$ cat config.mk
export PLATFORM = sky130hd
export DESIGN_NAME = uart_tx_arbiter_flat
export DESIGN_NICKNAME = d
export VERILOG_FILES = /design/src/rtl/uart_tx_arbiter_if.sv /design/src/rtl/uart_tx_arbiter.sv /design/src/flat_wrapper.sv
export SDC_FILE = /design/constraint.sdc
export NUM_CORES = 1
export LEC_CHECK = 0
export BUFFER_PORTS_ARGS = -buffer_cell sky130_fd_sc_hd__buf_4
export CORE_AREA = 2 2 75 77
export CTS_BUF_LIST = sky130_fd_sc_hd__clkbuf_8
export CTS_CLUSTER_DIAMETER = 100
export DETAILED_ROUTE_END_ITERATION = 7
export DIE_AREA = 0 0 77 79
export PLACE_DENSITY = 0.95
export SLEW_MARGIN = 20
export SYNTH_ARGS = -nofsm -noshare
export SYNTH_HDL_FRONTEND = slang
export SYNTH_SLANG_ARGS = --single-unit
$ cat constraint.sdc
create_clock -name sclk -period 4.62 [get_ports sclk]
set_input_delay 0.231 -clock sclk [delete_from_list [all_inputs] [get_ports sclk]]
set_output_delay 0.231 -clock sclk [all_outputs]
set_load 0.05 [all_outputs]
$ cat src/rtl/uart_tx_arbiter_if.sv
// Producer-side and UART-side byte handshake shared by the UART transmit arbiter.
// The slave modport is the arbiter's view; the master modport is the environment's view.
interface uart_tx_arbiter_if #(
  parameter int NUM_REQ = 3
);
  logic [NUM_REQ-1:0]   reqValid;
  logic [8*NUM_REQ-1:0] reqData;
  logic [NUM_REQ-1:0]   reqLast;
  logic [NUM_REQ-1:0]   reqAccept;
  logic [NUM_REQ-1:0]   grant;
  logic                 uartStart;
  logic [7:0]           uartData;
  logic                 uartReady;
  logic [7:0]           timeoutCount;

  modport slave (
    input  reqValid, reqData, reqLast, uartReady,
    output reqAccept, grant, uartStart, uartData, timeoutCount
  );

  modport master (
    output reqValid, reqData, reqLast, uartReady,
    input  reqAccept, grant, uartStart, uartData, timeoutCount
  );
endinterface

$ cat src/rtl/uart_tx_arbiter.sv
// Packet-level round-robin arbiter that shares one UART transmitter among NUM_REQ
// byte-stream producers, with a watchdog that reclaims the UART from a stalled owner.
module uart_tx_arbiter #(
  parameter int NUM_REQ        = 3,
  parameter int TIMEOUT_CYCLES = 1_000_000
) (
  input  logic              sclk,
  input  logic              rstn,
  uart_tx_arbiter_if.slave  bus
);

  localparam int IDX_W = (NUM_REQ > 1) ? $clog2(NUM_REQ) : 1;
  localparam int WD_W  = $clog2(TIMEOUT_CYCLES + 1);
  localparam logic [WD_W-1:0] WD_LAST = WD_W'(TIMEOUT_CYCLES - 1);

  localparam logic [1:0] IDLE  = 2'd0;
  localparam logic [1:0] SEND  = 2'd1;
  localparam logic [1:0] GUARD = 2'd2;
  localparam logic [1:0] WAIT  = 2'd3;

  logic [1:0]       state;
  logic [IDX_W-1:0] ownerIdx;
  logic [IDX_W-1:0] lastOwner;
  logic             lastFlag;
  logic             guardCnt;
  logic [WD_W-1:0]  wdCount;

  logic [IDX_W-1:0] pickIdx;
  logic             pickFound;
  logic             ownerValid;
  logic [7:0]       ownerData;
  logic             ownerLast;
  logic             wdExpired;

  // Requester index k positions after base, wrapping at NUM_REQ.
  function automatic logic [IDX_W-1:0] nextIdx(input logic [IDX_W-1:0] base, input int k);
    int s;
    s = int'(base) + k;
    if (s >= NUM_REQ) s = s - NUM_REQ;
    return IDX_W'(s);
  endfunction

  function automatic logic [NUM_REQ-1:0] oneHot(input logic [IDX_W-1:0] idx);
    logic [NUM_REQ-1:0] v;
    v = '0;
    v[idx] = 1'b1;
    return v;
  endfunction

  // Search starts just after the previous owner, so the previous owner comes last.
  always_comb begin
    // NOTE: every combinational output gets a default before the loop, so no latch is inferred.
    pickIdx   = lastOwner;
    pickFound = 1'b0;
    for (int k = 1; k <= NUM_REQ; k++) begin
      if (!pickFound && bus.reqValid[nextIdx(lastOwner, k)]) begin
        pickIdx   = nextIdx(lastOwner, k);
        pickFound = 1'b1;
      end
    end
  end

  assign ownerValid = bus.reqValid[ownerIdx];
  assign ownerData  = bus.reqData[{ownerIdx, 3'b000} +: 8];
  assign ownerLast  = bus.reqLast[ownerIdx];
  assign wdExpired  = (wdCount == WD_LAST);

  // NOTE: state registers use non-blocking assignments so every register samples pre-edge values.
  always_ff @(posedge sclk or negedge rstn) begin
    if (!rstn) begin
      state            <= IDLE;
      ownerIdx         <= '0;
      lastOwner        <= IDX_W'(NUM_REQ - 1);
      lastFlag         <= 1'b0;
      guardCnt         <= 1'b0;
      wdCount          <= '0;
      bus.grant        <= '0;
      bus.reqAccept    <= '0;
      bus.uartStart    <= 1'b0;
      bus.uartData     <= 8'h00;
      bus.timeoutCount <= 8'h00;
    end else begin
      bus.uartStart <= 1'b0;
      bus.reqAccept <= '0;

      case (state)
        IDLE: begin
          if (pickFound) begin
            bus.grant <= oneHot(pickIdx);
            ownerIdx  <= pickIdx;
            wdCount   <= '0;
            state     <= SEND;
          end
        end

        SEND: begin
          if (wdExpired) begin
            bus.grant <= '0;
            lastOwner <= ownerIdx;
            if (bus.timeoutCount != 8'hFF) bus.timeoutCount <= bus.timeoutCount + 8'd1;
            state     <= IDLE;
          end else if (ownerValid && bus.uartReady) begin
            bus.uartStart <= 1'b1;
            bus.uartData  <= ownerData;
            bus.reqAccept <= bus.grant;
            lastFlag      <= ownerLast;
            wdCount       <= '0;
            guardCnt      <= 1'b0;
            state         <= GUARD;
          end else begin
            wdCount <= wdCount + WD_W'(1);
          end
        end

        // Two blind cycles give the UART time to drop ready after the start pulse.
        GUARD: begin
          if (guardCnt) state <= WAIT;
          else          guardCnt <= 1'b1;
        end

        WAIT: begin
          if (wdExpired) begin
            bus.grant <= '0;
            lastOwner <= ownerIdx;
            if (bus.timeoutCount != 8'hFF) bus.timeoutCount <= bus.timeoutCount + 8'd1;
            state     <= IDLE;
          end else begin
            wdCount <= wdCount + WD_W'(1);
            if (bus.uartReady) begin
              if (lastFlag) begin
                bus.grant <= '0;
                lastOwner <= ownerIdx;
                state     <= IDLE;
              end else begin
                state <= SEND;
              end
            end
          end
        end

        default: state <= IDLE;
      endcase
    end
  end

endmodule

$ cat src/flat_wrapper.sv
// flat-port wrapper written by rule: the top's interface ports become plain ports
module uart_tx_arbiter_flat 
#(
  parameter int NUM_REQ        = 3,
  parameter int TIMEOUT_CYCLES = 1_000_000
)
  (sclk, rstn, bus_reqValid, bus_reqData, bus_reqLast, bus_uartReady, bus_reqAccept, bus_grant, bus_uartStart, bus_uartData, bus_timeoutCount);
  uart_tx_arbiter_if #(.NUM_REQ(NUM_REQ)) bus_i ();
  input  logic sclk;
  input  logic rstn;
  input wire logic [$bits(bus_i.reqValid)-1:0] bus_reqValid;
  input wire logic [$bits(bus_i.reqData)-1:0] bus_reqData;
  input wire logic [$bits(bus_i.reqLast)-1:0] bus_reqLast;
  input wire logic [$bits(bus_i.uartReady)-1:0] bus_uartReady;
  output wire logic [$bits(bus_i.reqAccept)-1:0] bus_reqAccept;
  output wire logic [$bits(bus_i.grant)-1:0] bus_grant;
  output wire logic [$bits(bus_i.uartStart)-1:0] bus_uartStart;
  output wire logic [$bits(bus_i.uartData)-1:0] bus_uartData;
  output wire logic [$bits(bus_i.timeoutCount)-1:0] bus_timeoutCount;
  assign bus_i.reqValid = bus_reqValid;
  assign bus_i.reqData = bus_reqData;
  assign bus_i.reqLast = bus_reqLast;
  assign bus_i.uartReady = bus_uartReady;
  assign bus_reqAccept = bus_i.reqAccept;
  assign bus_grant = bus_i.grant;
  assign bus_uartStart = bus_i.uartStart;
  assign bus_uartData = bus_i.uartData;
  assign bus_timeoutCount = bus_i.timeoutCount;
  uart_tx_arbiter #(.NUM_REQ(NUM_REQ), .TIMEOUT_CYCLES(TIMEOUT_CYCLES)) u_core (.sclk(sclk), .rstn(rstn), .bus(bus_i));
endmodule
Word-level counts from Yosys, hierarchy flattened

Index checks and enable logic that the tools add are counted.
Widths: inputs -> output; s select.

Register bits after elaboration: 51
Output and inout port bits: 23
Logic and storage cells: 117

$add $sub $neg: 8
Magnitude comparators: 9
Equal/unequal tests: 14
Shift operators: 1
Multiplexer cells: 54
Bitwise operators: 1
Reductions and logical operators: 19

Operator list:

| cell                  | number |
|---|---|
| $mux 20               | 4 |
| $pmux 20 s3           | 1 |
| $mux 2                | 16 |
| $mux 3                | 8 |
| $shiftx 24x6->8       | 1 |
| $add 20x1->20 const B | 1 |
| $eq 20x20->1 const B  | 1 |
| $lt 2x3->1 const B    | 5 |
| $mux 1                | 15 |
| $reduce_and 4->1      | 3 |
| $bmux 1 s2            | 5 |
| $ge 3x2->1 const B    | 3 |
| $pmux 3 s3            | 1 |
| $reduce_and 3->1      | 3 |
| $add 8x1->8 const B   | 1 |
| $ne 2x1->1 const B    | 4 |
| $ne 8x8->1 const B    | 1 |
| $pmux 2 s4            | 1 |
| $add 2x2->3 const B   | 2 |
| $ne 3x1->1 const B    | 2 |
| $reduce_and 5->1      | 1 |
| $eq 2x2->1 const B    | 2 |
| $logic_and 1x1->1     | 4 |
| $ne 2x2->1 const B    | 2 |
| other kinds (16)      | 19 |

Logic depth before layout (Yosys ltp)

Gate-level depths: netlist of run 1.

Word-level depth: 18
Depth in mapped cells: 10
Gate-level depth less buffers: 7

Worst setup path before layout of run 1

OpenSTA, ideal clock, no wires.

Path type: flip-flop to flip-flop
From: register u_core.lastOwner[1]
To: register u_core.wdCount[17]
Library setup time: 0.126 ns
Data arrival time: 2.166 ns
Path slack: 2.328 ns
Stages on the path, launching flop included: 9
Buffers on the path: 2
Period minus slack after synthesis: 2.292 ns
Cell sequence: dfstp_2 inv_1 ha_1 buf_2 o41a_1 a22oi_2 nor2_2 buf_6 a221o_1

Longest elaborated chain between the ends: 14
Elaborated cells on any way between the ends: 27
Those cells by class: 6 x add/sub; 3 x order compare; 1 x eq/ne; 12 x mux; 5 x reduce/logical

Ends and longest elaborated chain:

| element                                   | RTL line               | source |
|---|---|---|
| start: declaration                        | uart_tx_arbiter.sv:23  | `logic [IDX_W-1:0] lastOwner;` |
| start signal: assignment                  | uart_tx_arbiter.sv:73  | `lastOwner <= IDX_W'(NUM_REQ - 1);` |
| start signal: assignment                  | uart_tx_arbiter.sv:99  | `lastOwner <= ownerIdx;` |
| start signal: assignment                  | uart_tx_arbiter.sv:124 | `lastOwner <= ownerIdx;` |
| $add 2x1->3                               | uart_tx_arbiter.sv:38  | `s = int'(base) + k;` |
| $ge 3x2->1 or $sub 2x2->2 (tied branches) | uart_tx_arbiter.sv:39  | `if (s >= NUM_REQ) s = s - NUM_REQ;` |
| $mux 2                                    | uart_tx_arbiter.sv:39  |  |
| $bmux 1 s2                                | uart_tx_arbiter.sv:56  | `if (!pickFound && bus.reqValid[nextIdx(lastOwner, k)]) begin` |
| $mux 1 (not written as such)              | uart_tx_arbiter.sv:56  |  |
| $mux 1                                    | uart_tx_arbiter.sv:56  |  |
| $logic_not 1->1                           | uart_tx_arbiter.sv:56  |  |
| $logic_and 1x1->1                         | uart_tx_arbiter.sv:56  |  |
| $mux 1                                    | uart_tx_arbiter.sv:56  |  |
| $logic_not 1->1                           | uart_tx_arbiter.sv:56  |  |
| $logic_and 1x1->1                         | uart_tx_arbiter.sv:56  |  |
| $mux 1 *                                  | uart_tx_arbiter.sv:56  |  |
| $ne 2x1->1 (no source line) *             | -                      |  |
| $reduce_and 4->1 (no source line) *       | -                      |  |
| end signal: assignment                    | uart_tx_arbiter.sv:111 | `wdCount <= wdCount + WD_W'(1);` |
| end signal: assignment                    | uart_tx_arbiter.sv:128 | `wdCount <= wdCount + WD_W'(1);` |
| end: declaration                          | uart_tx_arbiter.sv:26  | `logic [WD_W-1:0] wdCount;` |

Mark *: on every way between the ends. The rest lies on a longest branch, timed or not. The select of a mux whose other input is x is not followed.
A chain may end at the register's enable or synchronous reset.

Final worst setup path of run 1

From: register u_core.lastOwner[1]
To: register u_core.wdCount[2]

Same word-level chain as after synthesis.

==> results of run 1 <==
[area by class of cell]
type | instances | area (um2) | share of cell area, %
clock inverters | 3 | 43.8 | 1.17
clock buffers | 5 | 68.8 | 1.83
repair buffers | 57 | 430 | 11.5
inverters | 11 | 41.3 | 1.10
flip-flops and latches | 51 | 1280 | 34.0
multi-input cells | 249 | 1810 | 48.1
well taps | 72 | 90.1 | 2.40
[flip-flops by register name (all words and copies together), names as in the netlist, named ones only]
signal	flops
u_core.bus.grant	3
u_core.bus.reqAccept	3
u_core.bus.timeoutCount	8
u_core.bus.uartData	8
u_core.bus.uartStart	1
u_core.guardCnt	1
u_core.lastFlag	1
u_core.lastOwner	2
u_core.ownerIdx	2
u_core.state	1
u_core.wdCount	20
[worst min-delay path: cells and delay by family]
family | cells | cell delay [ns]
AOI/OAI and AO/OA | 2 | 0.18
buffers and inverters | 1 | 0.08
[kinds of logic after synthesis]
logic type                 after synthesis  share of synthesized area [%]
and+or+nand+nor                        134                           25.2
AOI/OAI and AO/OA                       81                           19.4
DFF                                     51                           39.5
buffers and inverters                   27                           4.61
muxes                                   17                           5.50
adders and majority gates               10                           3.87
xor gates and xnor gates                 7                           1.90
[power groups by stage]
stage,clock network [mW],logic (mW),registers [mW]
CTS,0.317,1.10,0.654
finish,0.314,1.11,0.656
global route,0.336,1.20,0.671
floorplan,0,0.778,0.759
detailed placement,0,1.09,0.662
global placement,0,1.04,0.653
[synth_stat cells (all sizes together) (3+ instances only)]
cell,instances
o31ai,4
a22o,5
and3,14
dfrtp,50
nand2b,3
mux2i,11
o2bb2ai,5
a21oi,11
inv,11
o211ai,4
mux2,6
a221o,10
nand3,12
clkbuf,3
nand2,25
ha,10
and2,6
nor2,25
a211o,3
buf,12
nor2b,6
nand4b,3
o21ai,21
or4,5
nand4,12
or3,4
nor3,8
xnor2,6
[layer usage]
layer / up-vias / part of all wire, %
li1: 1318 / -
met1: 1345 / 41
met2: 120 / 51
met3: 16 / 6.5
met4: 0 / 1.7
met5: - / 0
[worst max-delay path by stage]
stage	startpoint	end	depth (start not counted)
after floorplan	u_core.lastOwner[1]$_DFFE_PN1P_	u_core.wdCount[17]$_DFFE_PN0P_	8
after global placement	u_core.lastOwner[1]$_DFFE_PN1P_	u_core.wdCount[0]$_DFFE_PN0P_	7
after detailed placement	u_core.lastOwner[1]$_DFFE_PN1P_	u_core.wdCount[2]$_DFFE_PN0P_	7
after CTS	u_core.lastOwner[1]$_DFFE_PN1P_	u_core.wdCount[2]$_DFFE_PN0P_	7
after global routing	u_core.lastOwner[0]$_DFFE_PN0P_	u_core.wdCount[2]$_DFFE_PN0P_	7
final	u_core.lastOwner[1]$_DFFE_PN1P_	u_core.wdCount[2]$_DFFE_PN0P_	7
[layout by cell type (no fill, tap or decap), types with 3 or more instances in the layout]
cell	synthesis	final
nand4_1	11	11
nand3_1	11	11
mux2_2	5	5
buf_4	2	56
o21ai_1	3	3
nand2_1	25	25
and3_1	13	13
o21ai_0	18	18
a221o_1	10	10
nor2b_1	5	5
o31ai_1	4	4
a211o_1	3	3
xnor2_1	6	6
mux2i_1	11	11
inv_1	10	10
a22o_1	5	5
dfrtp_1	50	50
a21oi_1	11	11
nor3_1	7	7
clkbuf_8	0	5
ha_1	10	10
nor2_1	23	23
or3_1	3	3
and2_1	6	6
o211ai_1	3	3
o2bb2ai_1	4	4
nand2b_1	3	3
or4_1	5	5
[stage by stage]
stage               instance area [um2]  utilization (%)  hold slack, ns  std cells  total power [mW]
floorplan                          3230                -         -0.0646        327              1.54
global placement                   3630             68.1           0.291        439              1.69
detailed placement                 3630             68.1           0.291        439              1.75
CTS                                3760             70.4           0.203        448              2.07
global route                       3760             70.4           0.214        448              2.21
finish                             3760             70.4           0.209        448              2.08
[repair_timing]
action | 4_1_cts | 5_1_grt
gates resized for setup | 0 | 0
hold endpoints to repair | 50 | 0
hold buffers | 1 | 0
==> flow_summary.toml, run 1 <==
[sta]
setup_viol = 0
finalCritPeriodShare_pct = 65.2
fin_setup_tns_ns = 0
slew_viol_final = 0
min_period_ns = 3.01
fmax_ghz = 0.332
tightest_slew_ns = 0.666
rsz0062_at_grt = "no"
skew_ns = 0.00749
hold_violations = 0
fin_ws_ns = 1.61
slew-limit-headroom_pct = 55.6

[yosys]
synth_top_area_share_pct = 38.7
ys_warn_count = 0
yosys-top-cells-area = "dfrtp_1 39%, ha_1 3.9%, mux2i_1 3.4%"
synth.avg_cell_area_um2 = 9.88
yosys_register_bits = 51
syn_area_mm2 = 0.00323
synth_cell_types = 68
synthArstFlopShare_pct = 100
synth-edff-count = 0
yosysTopAreaCell = "dfrtp_1"
synthCells = 327
syn_nets = 370
ys_seq_area_share_pct = 39.5
synth_ff_type = "dfrtp_1"

[die]
fp.dieArea_mm2 = 0.00608
fp.dieH_um = 79
die-width_um = 77
core_area_mm2 = 0.00534
start_util_pct = 60.5
pin_count = 56
core.rowCount = 27

[worst_setup_path]
rr_startpoint = "u_core.lastOwner[1]$_DFFE_PN1P_"
worst-endpoint-arrival_ns = 3.26
cp.required_ns = 4.87
cp_top_family = "compound AO/OA/AOI/OAI gates"
path_cells = "inv_1 > ha_1 > a21boi_1 > nand4_1 > a22oi_2 > or2_1 > a221o_1"
worstReg2RegEnd = "u_core.wdCount[2]$_DFFE_PN0P_"
critPathKind = "reg2reg"
r2r_cells = 7
cp_num_buf_inv = 1
cp-start-kind = "register"
cpMaxStageDelayCell = "dfstp_2"
slowest_delay_ns = 0.56
cp_max_fo = 15
crit_path_end_kind = "register"
reg2reg_slack_ns = 1.61

[route]
totalWireLength_mm = 7.41
drc = 0
drt_iter0_markers = 307
vias = 2799
firstDrtPassIters = 4
routedWlPerCell_um = 16.5
via_per_inst = 6.25
ant_nets = 0

[clock_network]
numCtsBuffers = 5
root_buffer = "clkbuf_8"
cts_max_path_buffers = 2
clkSlewWorstSetupHoldPaths_ns = 0.10
cts_max_level = 2
clock-sinks = 51
cts_tree = "built"
clk_latency_ns = 0.31
post_cts_buffers = 0

[place]
hpwl_mm = 5.36
place_congestion = 0.862
port_buffers = 55
dpl_worst_slack_ns = 1.64

[power]
clkPwrFrac_pct = 15.1
p_per_area_mw_per_mm2 = 553
peakVddDrop_uv = 406
power_leakage_nw = 1.80
power.internal_mw = 1.10
power.share.sequential_pct = 31.6
switching_power_mw = 0.980
netSwitchingFraction_pct = 47.2
p_comb_share_pct = 53.3

[global_routing]
grt_use_met1_pct = 32.8
first_global_vias = 2675
gr-usage-met3_pct = 4.77
overflow = 0
grt_use_met2_pct = 43.8
grt_pass1_wl_mm = 12.4
antenna_found_initial = 0
grt_usage_pct = 25.4
grt_max_degree = 52
grt_busiest_layer = "met2"

[min_path]
whs_path_depth = 3
min_to = "u_core.bus.uartData[7]$_DFFE_PN0P_"
min_from = "bus_reqData[15]"
hold_class = "in2reg"

[finish]
final_nets = 418
diodes = 0
area_growth_pct = 16.3
drive_gt1_share_pct = 23.4
n_fill_cell = 386

[run_status]
status = "completed"

[job]
max_cap_violations = 0
No activity file was read; power rests on OpenSTA's default activity.
==> inputs of run 2 (changes only) <==
Settings changed: CORE_AREA 2 2 75 77 to 2 2 82 84, DIE_AREA 0 0 77 79 to 0 0 84 86, PLACE_DENSITY 0.95 to 0.87.
Clock period 4.62 ns to 2.4 ns, I/O delays scaled along.
==> run 2 against run 1 <==
Combinational power increased by 130%. Global-route usage is 4.3 points lower. Critical path depth up 1. Die area is 19% higher. Routed wire length grew 4.5%. Via count shrank 0.82%. Critical path type unchanged. Fmax is 30% higher. Setup slack got worse by 1.5 ns.
==> flow_summary.toml, run 2 (same netlist as run 1, synthesis figures left out) <==
[run_status]
status = "completed"

[route]
firstDrtPassIters = 4
vias = 2776
ant_nets = 0
totalWireLength_mm = 7.74
via_per_inst = 5.94
routedWlPerCell_um = 16.6
drc = 0
drt_iter0_markers = 243

[global_routing]
grt_max_degree = 52
overflow = 0
first_global_vias = 2680
antenna_found_initial = 0
grt_usage_pct = 21.0
grt_pass1_wl_mm = 12.5

[sta]
skew_ns = 0.0120
finalCritPeriodShare_pct = 96.2
fmax_ghz = 0.433
setup_viol = 0
slew-limit-headroom_pct = 56.6
fin_ws_ns = 0.0911
slew_viol_final = 0
fin_setup_tns_ns = 0
tightest_slew_ns = 0.651
min_period_ns = 2.31
hold_violations = 0

[power]
power_leakage_nw = 1.86
peakVddDrop_uv = 817
p_per_area_mw_per_mm2 = 1080

[finish]
largest_reg_flops = 20
area_growth_pct = 20.7
top_register = "u_core.wdCount"
final_nets = 432
final_util_pct = 62.1
drive_gt1_share_pct = 27.4
layout_common_cells = "70 x buf_4, 50 x dfrtp_1, 25 x nand2_1"
post-route-cell-area_mm2 = 0.00390
final_common_cell = "buf_4"
diodes = 0
n_fill_cell = 489
largest_registers = "u_core.wdCount (20), u_core.bus.timeoutCount (8), u_core.bus.uartData (8)"

[die]
core_area_mm2 = 0.00628
die-width_um = 84
fp.dieArea_mm2 = 0.00722
start_util_pct = 51.5
core.rowCount = 29
fp.dieH_um = 86
pin_count = 56

[clock_network]
root_buffer = "clkbuf_8"
clk_latency_ns = 0.31
clkSlewWorstSetupHoldPaths_ns = 0.11
cts_max_path_buffers = 2
cts_tree = "built"
clock-sinks = 51
numCtsBuffers = 5
cts_max_level = 2

[worst_setup_path]
cp-start-kind = "register"
cp_max_fo = 7
crit_path_end_kind = "register"
worst-endpoint-arrival_ns = 2.51
critPathKind = "reg2reg"
cp.required_ns = 2.60

[place]
dpl_worst_slack_ns = 0.0442
port_buffers = 55
place_area_mm2 = 0.00373
place_congestion = 0.871
hpwl_mm = 5.68

[job]
max_cap_violations = 0

[min_path]
hold_class = "in2reg"
[run 2: critical path, stage by stage (launching register included)]
cell,delay [ns]
dfstp_2,0.57
inv_1,0.11
ha_4,0.22
a21bo_2,0.21
nand4_1,0.14
a22oi_2,0.13
or2_4,0.31
buf_4,0.17
a221o_1,0.34
[run 2: path summary, 6_finish.rpt]
check                                              startpoint                                 end  slack (ns)  cells after the start
setup / recovery              u_core.lastOwner[1]$_DFFE_PN1P_       u_core.wdCount[7]$_DFFE_PN0P_        0.09                      8
hold / removal                                 bus_reqData[9]  u_core.bus.uartData[1]$_DFFE_PN0P_        0.08                      3
setup reg to reg              u_core.lastOwner[1]$_DFFE_PN1P_       u_core.wdCount[7]$_DFFE_PN0P_        0.09                      8
hold reg to reg            u_core.bus.uartData[4]$_DFFE_PN0P_  u_core.bus.uartData[4]$_DFFE_PN0P_        0.49                      2
max in group asynchronous                                rstn  u_core.bus.uartData[7]$_DFFE_PN0P_        1.60                      2
min in group asynchronous                                rstn     u_core.bus.grant[1]$_DFFE_PN0P_        0.38                      2
[run 2: final cells by class]
cell class | count | area, um2 | area share [%]
Multi-Input combinational cell | 249 | 1850 | 47.5
Sequential cell | 51 | 1280 | 32.8
Clock inverter | 3 | 28.8 | 0.738
Tap cell | 77 | 96.3 | 2.47
Timing Repair Buffer | 71 | 536 | 13.7
Clock buffer | 5 | 68.8 | 1.76
Inverter | 11 | 41.3 | 1.06
[run 2: metrics by stage]
step                      power (mW)  cells  hold WS, ns
final                           4.23    467       0.0840
after global routing            4.50    467       0.0877
after CTS                       4.08    465       0.0798
after detailed placement        3.54    456        0.195
after global placement          3.44    456        0.190
after floorplan                 2.96    327       -0.176
[run 2: where the power goes]
part | switching, mW | internal (mW) | total, mW
Combinational | 1.53 | 0.985 | 2.51
Sequential | 0.148 | 1.04 | 1.19
Clock | 0.312 | 0.217 | 0.529
Total | 1.99 | 2.24 | 4.23
[run 2: repair_timing]
item,in CTS,in global routing
endpoints found under the hold margin,50,0
hold buffers,1,0
buffers inserted,0,2
setup endpoints to repair,0,24
gates resized for setup,0,8
[run 2: per-layer routing]
metal	part of all wire [%]	wire, um	track usage, %
met1	43	3360	27.1
met2	51	3930	35.5
met3	3.9	305	3.56
met4	1.9	146	8.50
met5	0	0	0
==> inputs of run 3 (changes only) <==
Settings changed: CORE_AREA 2 2 82 84 to 2 2 83 85, CTS_BUF_LIST sky130_fd_sc_hd__clkbuf_8 to not set, DIE_AREA 0 0 84 86 to 0 0 85 87, PLACE_DENSITY 0.87 to 0.85.
==> run 3 against run 2 <==
Total power rose by 3.1%. Count of clock-buffer cells in the layout did not move. First-iteration DRC count fell by 39%. Via count fell by 0.58%. Cell area rose by 0.83%. Setup slack got worse by 0.0051 ns. Largest power group unchanged. Sequential share of layout area fell by 0.27 points. Routed wire length fell by 2.6%. Sequential power barely moved. Global-route usage fell by 0.45 points. Core utilization fell by 2.3 points.
==> flow_summary.toml, run 3 (same netlist as run 1, synthesis figures left out) <==
[run_status]
status = "completed"

[min_path]
whs_path_depth = 3
min_to = "u_core.bus.uartData[4]$_DFFE_PN0P_"
min_from = "bus_reqData[12]"
hold_class = "in2reg"

[global_routing]
grt_usage_pct = 20.6
grt_pass1_wl_mm = 12.5
grt_max_degree = 52
overflow = 0
first_global_vias = 2808
antenna_found_initial = 0

[clock_network]
clk_latency_ns = 0.31
cts_max_level = 2
numCtsBuffers = 5
cts_tree = "built"
clock-sinks = 51
clkSlewWorstSetupHoldPaths_ns = 0.10
cts_max_path_buffers = 2
root_buffer = "clkbuf_8"

[route]
via_per_inst = 5.90
drt_iter0_markers = 148
ant_nets = 0
totalWireLength_mm = 7.54
routedWlPerCell_um = 16.1
firstDrtPassIters = 4
vias = 2760
drc = 0

[place]
hpwl_mm = 5.43
place_area_mm2 = 0.00374
port_buffers = 55
place_congestion = 0.871
dpl_worst_slack_ns = -0.0628

[finish]
post-route-cell-area_mm2 = 0.00393
diodes = 0
largest_reg_flops = 20
largest_registers = "u_core.wdCount (20), u_core.bus.timeoutCount (8), u_core.bus.uartData (8)"
final_common_cell = "buf_4"
area_growth_pct = 21.7
final_nets = 430
layout_common_cells = "64 x buf_4, 50 x dfrtp_1, 25 x nand2_1"
drive_gt1_share_pct = 27.3
top_register = "u_core.wdCount"
final_util_pct = 59.9

[worst_setup_path]
critPathKind = "reg2reg"
worstReg2RegEnd = "u_core.wdCount[4]$_DFFE_PN0P_"
cp_top_family = "compound AO/OA/AOI/OAI gates"
cp-start-kind = "register"
cp_num_buf_inv = 3
worst-endpoint-arrival_ns = 2.51
cpMaxStageDelayCell = "dfstp_2"
crit_path_end_kind = "register"
slowest_delay_ns = 0.57
cp_max_fo = 12
r2r_cells = 9
cp.required_ns = 2.60
path_cells = "inv_2 > ha_4 > a21boi_4 > nand4_1 > a22oi_2 > buf_4 > or2_4 > buf_12 > a221o_1"
rr_startpoint = "u_core.lastOwner[1]$_DFFE_PN1P_"
reg2reg_slack_ns = 0.09

[sta]
tightest_slew_ns = 0.640
fmax_ghz = 0.432
fin_setup_tns_ns = 0
hold_violations = 0
fin_ws_ns = 0.0860
skew_ns = 0.00675
slew_viol_final = 0
slew-limit-headroom_pct = 57.3
setup_viol = 0
finalCritPeriodShare_pct = 96.4
min_period_ns = 2.31

[power]
peakVddDrop_uv = 767
p_per_area_mw_per_mm2 = 1110
power_leakage_nw = 1.87
p_total_mw = 4.36

[die]
core_area_mm2 = 0.00657
fp.dieH_um = 87
die-width_um = 85
start_util_pct = 49.2
core.rowCount = 30
pin_count = 56
fp.dieArea_mm2 = 0.00740

[job]
max_cap_violations = 0
-- run 3: cell types whose count changed in the layout (fill, tap and decap cells not counted) --
cell | previous run | this run
buf_6 | 0 | 1
inv_8 | 1 | 0
inv_6 | 0 | 1
clkinvlp_4 | 0 | 1
buf_2 | 0 | 1
clkinv_4 | 2 | 0
bufinv_16 | 0 | 1
inv_1 | 10 | 9
buf_4 | 70 | 64
buf_12 | 0 | 2
inv_2 | 1 | 2
-- run 3: worst max-delay path by stage --
stage                                                from                       endpoint  cells past startpoint
after floorplan           u_core.lastOwner[1]$_DFFE_PN1P_  u_core.wdCount[9]$_DFFE_PN0P_                      8
after global placement    u_core.lastOwner[1]$_DFFE_PN1P_  u_core.wdCount[6]$_DFFE_PN0P_                      7
after detailed placement  u_core.lastOwner[1]$_DFFE_PN1P_  u_core.wdCount[7]$_DFFE_PN0P_                      7
after CTS                 u_core.lastOwner[1]$_DFFE_PN1P_  u_core.wdCount[9]$_DFFE_PN0P_                      8
after global routing      u_core.lastOwner[0]$_DFFE_PN0P_  u_core.wdCount[7]$_DFFE_PN0P_                      9
final                     u_core.lastOwner[1]$_DFFE_PN1P_  u_core.wdCount[4]$_DFFE_PN0P_                      9
-- run 3: area by class of cell --
| class | count | area [um2] |
|---|---|---|
| Multi-Input combinational cell | 249 | 1850 |
| Fill cell | 525 | 2640 |
| Clock buffer | 5 | 68.8 |
| Sequential cell | 51 | 1280 |
| Inverter | 11 | 41.3 |
| Clock inverter | 3 | 46.3 |
| Tap cell | 80 | 100 |
| Timing Repair Buffer | 69 | 547 |
-- run 3: stage by stage --
step	hold WS, ns	cells
final	0.0903	468
after global routing	0.104	468
after CTS	0.0901	465
after detailed placement	0.191	456
after global placement	0.184	456
after floorplan	-0.176	327
-- run 3: metal layers --
layer	track usage (%)	vias up	share of wire [%]
met3	3.89	12	5.0
met5	0	-	0
met1	26.2	1319	43
li1	-	1342	-
met2	34.8	87	52
met4	7.94	0	0.70
-- run 3: what timing repair did --
| action | 4_1_cts | 5_1_grt |
|---|---|---|
| gates cloned | 0 | 1 |
| pin swaps | 0 | 2 |
| buffers inserted | 0 | 2 |
| hold endpoints to repair | 50 | 0 |
| gates resized for setup | 2 | 9 |
| hold buffers | 1 | 0 |
| endpoints found under the setup margin | 14 | 19 |
-- run 3: worst register-to-register path, stage by stage, from the launching register on --
cell      delay (ns)
dfstp_2         0.57
inv_2           0.07
ha_4            0.25
a21boi_4        0.16
nand4_1         0.15
a22oi_2         0.08
buf_4           0.17
or2_4           0.26
buf_12          0.15
a221o_1         0.35
-- run 3: where the power goes --
part | internal (mW) | total, mW | switching (mW)
Sequential | 1.04 | 1.19 | 0.149
Combinational | 1.02 | 2.55 | 1.52
Clock | 0.315 | 0.623 | 0.309
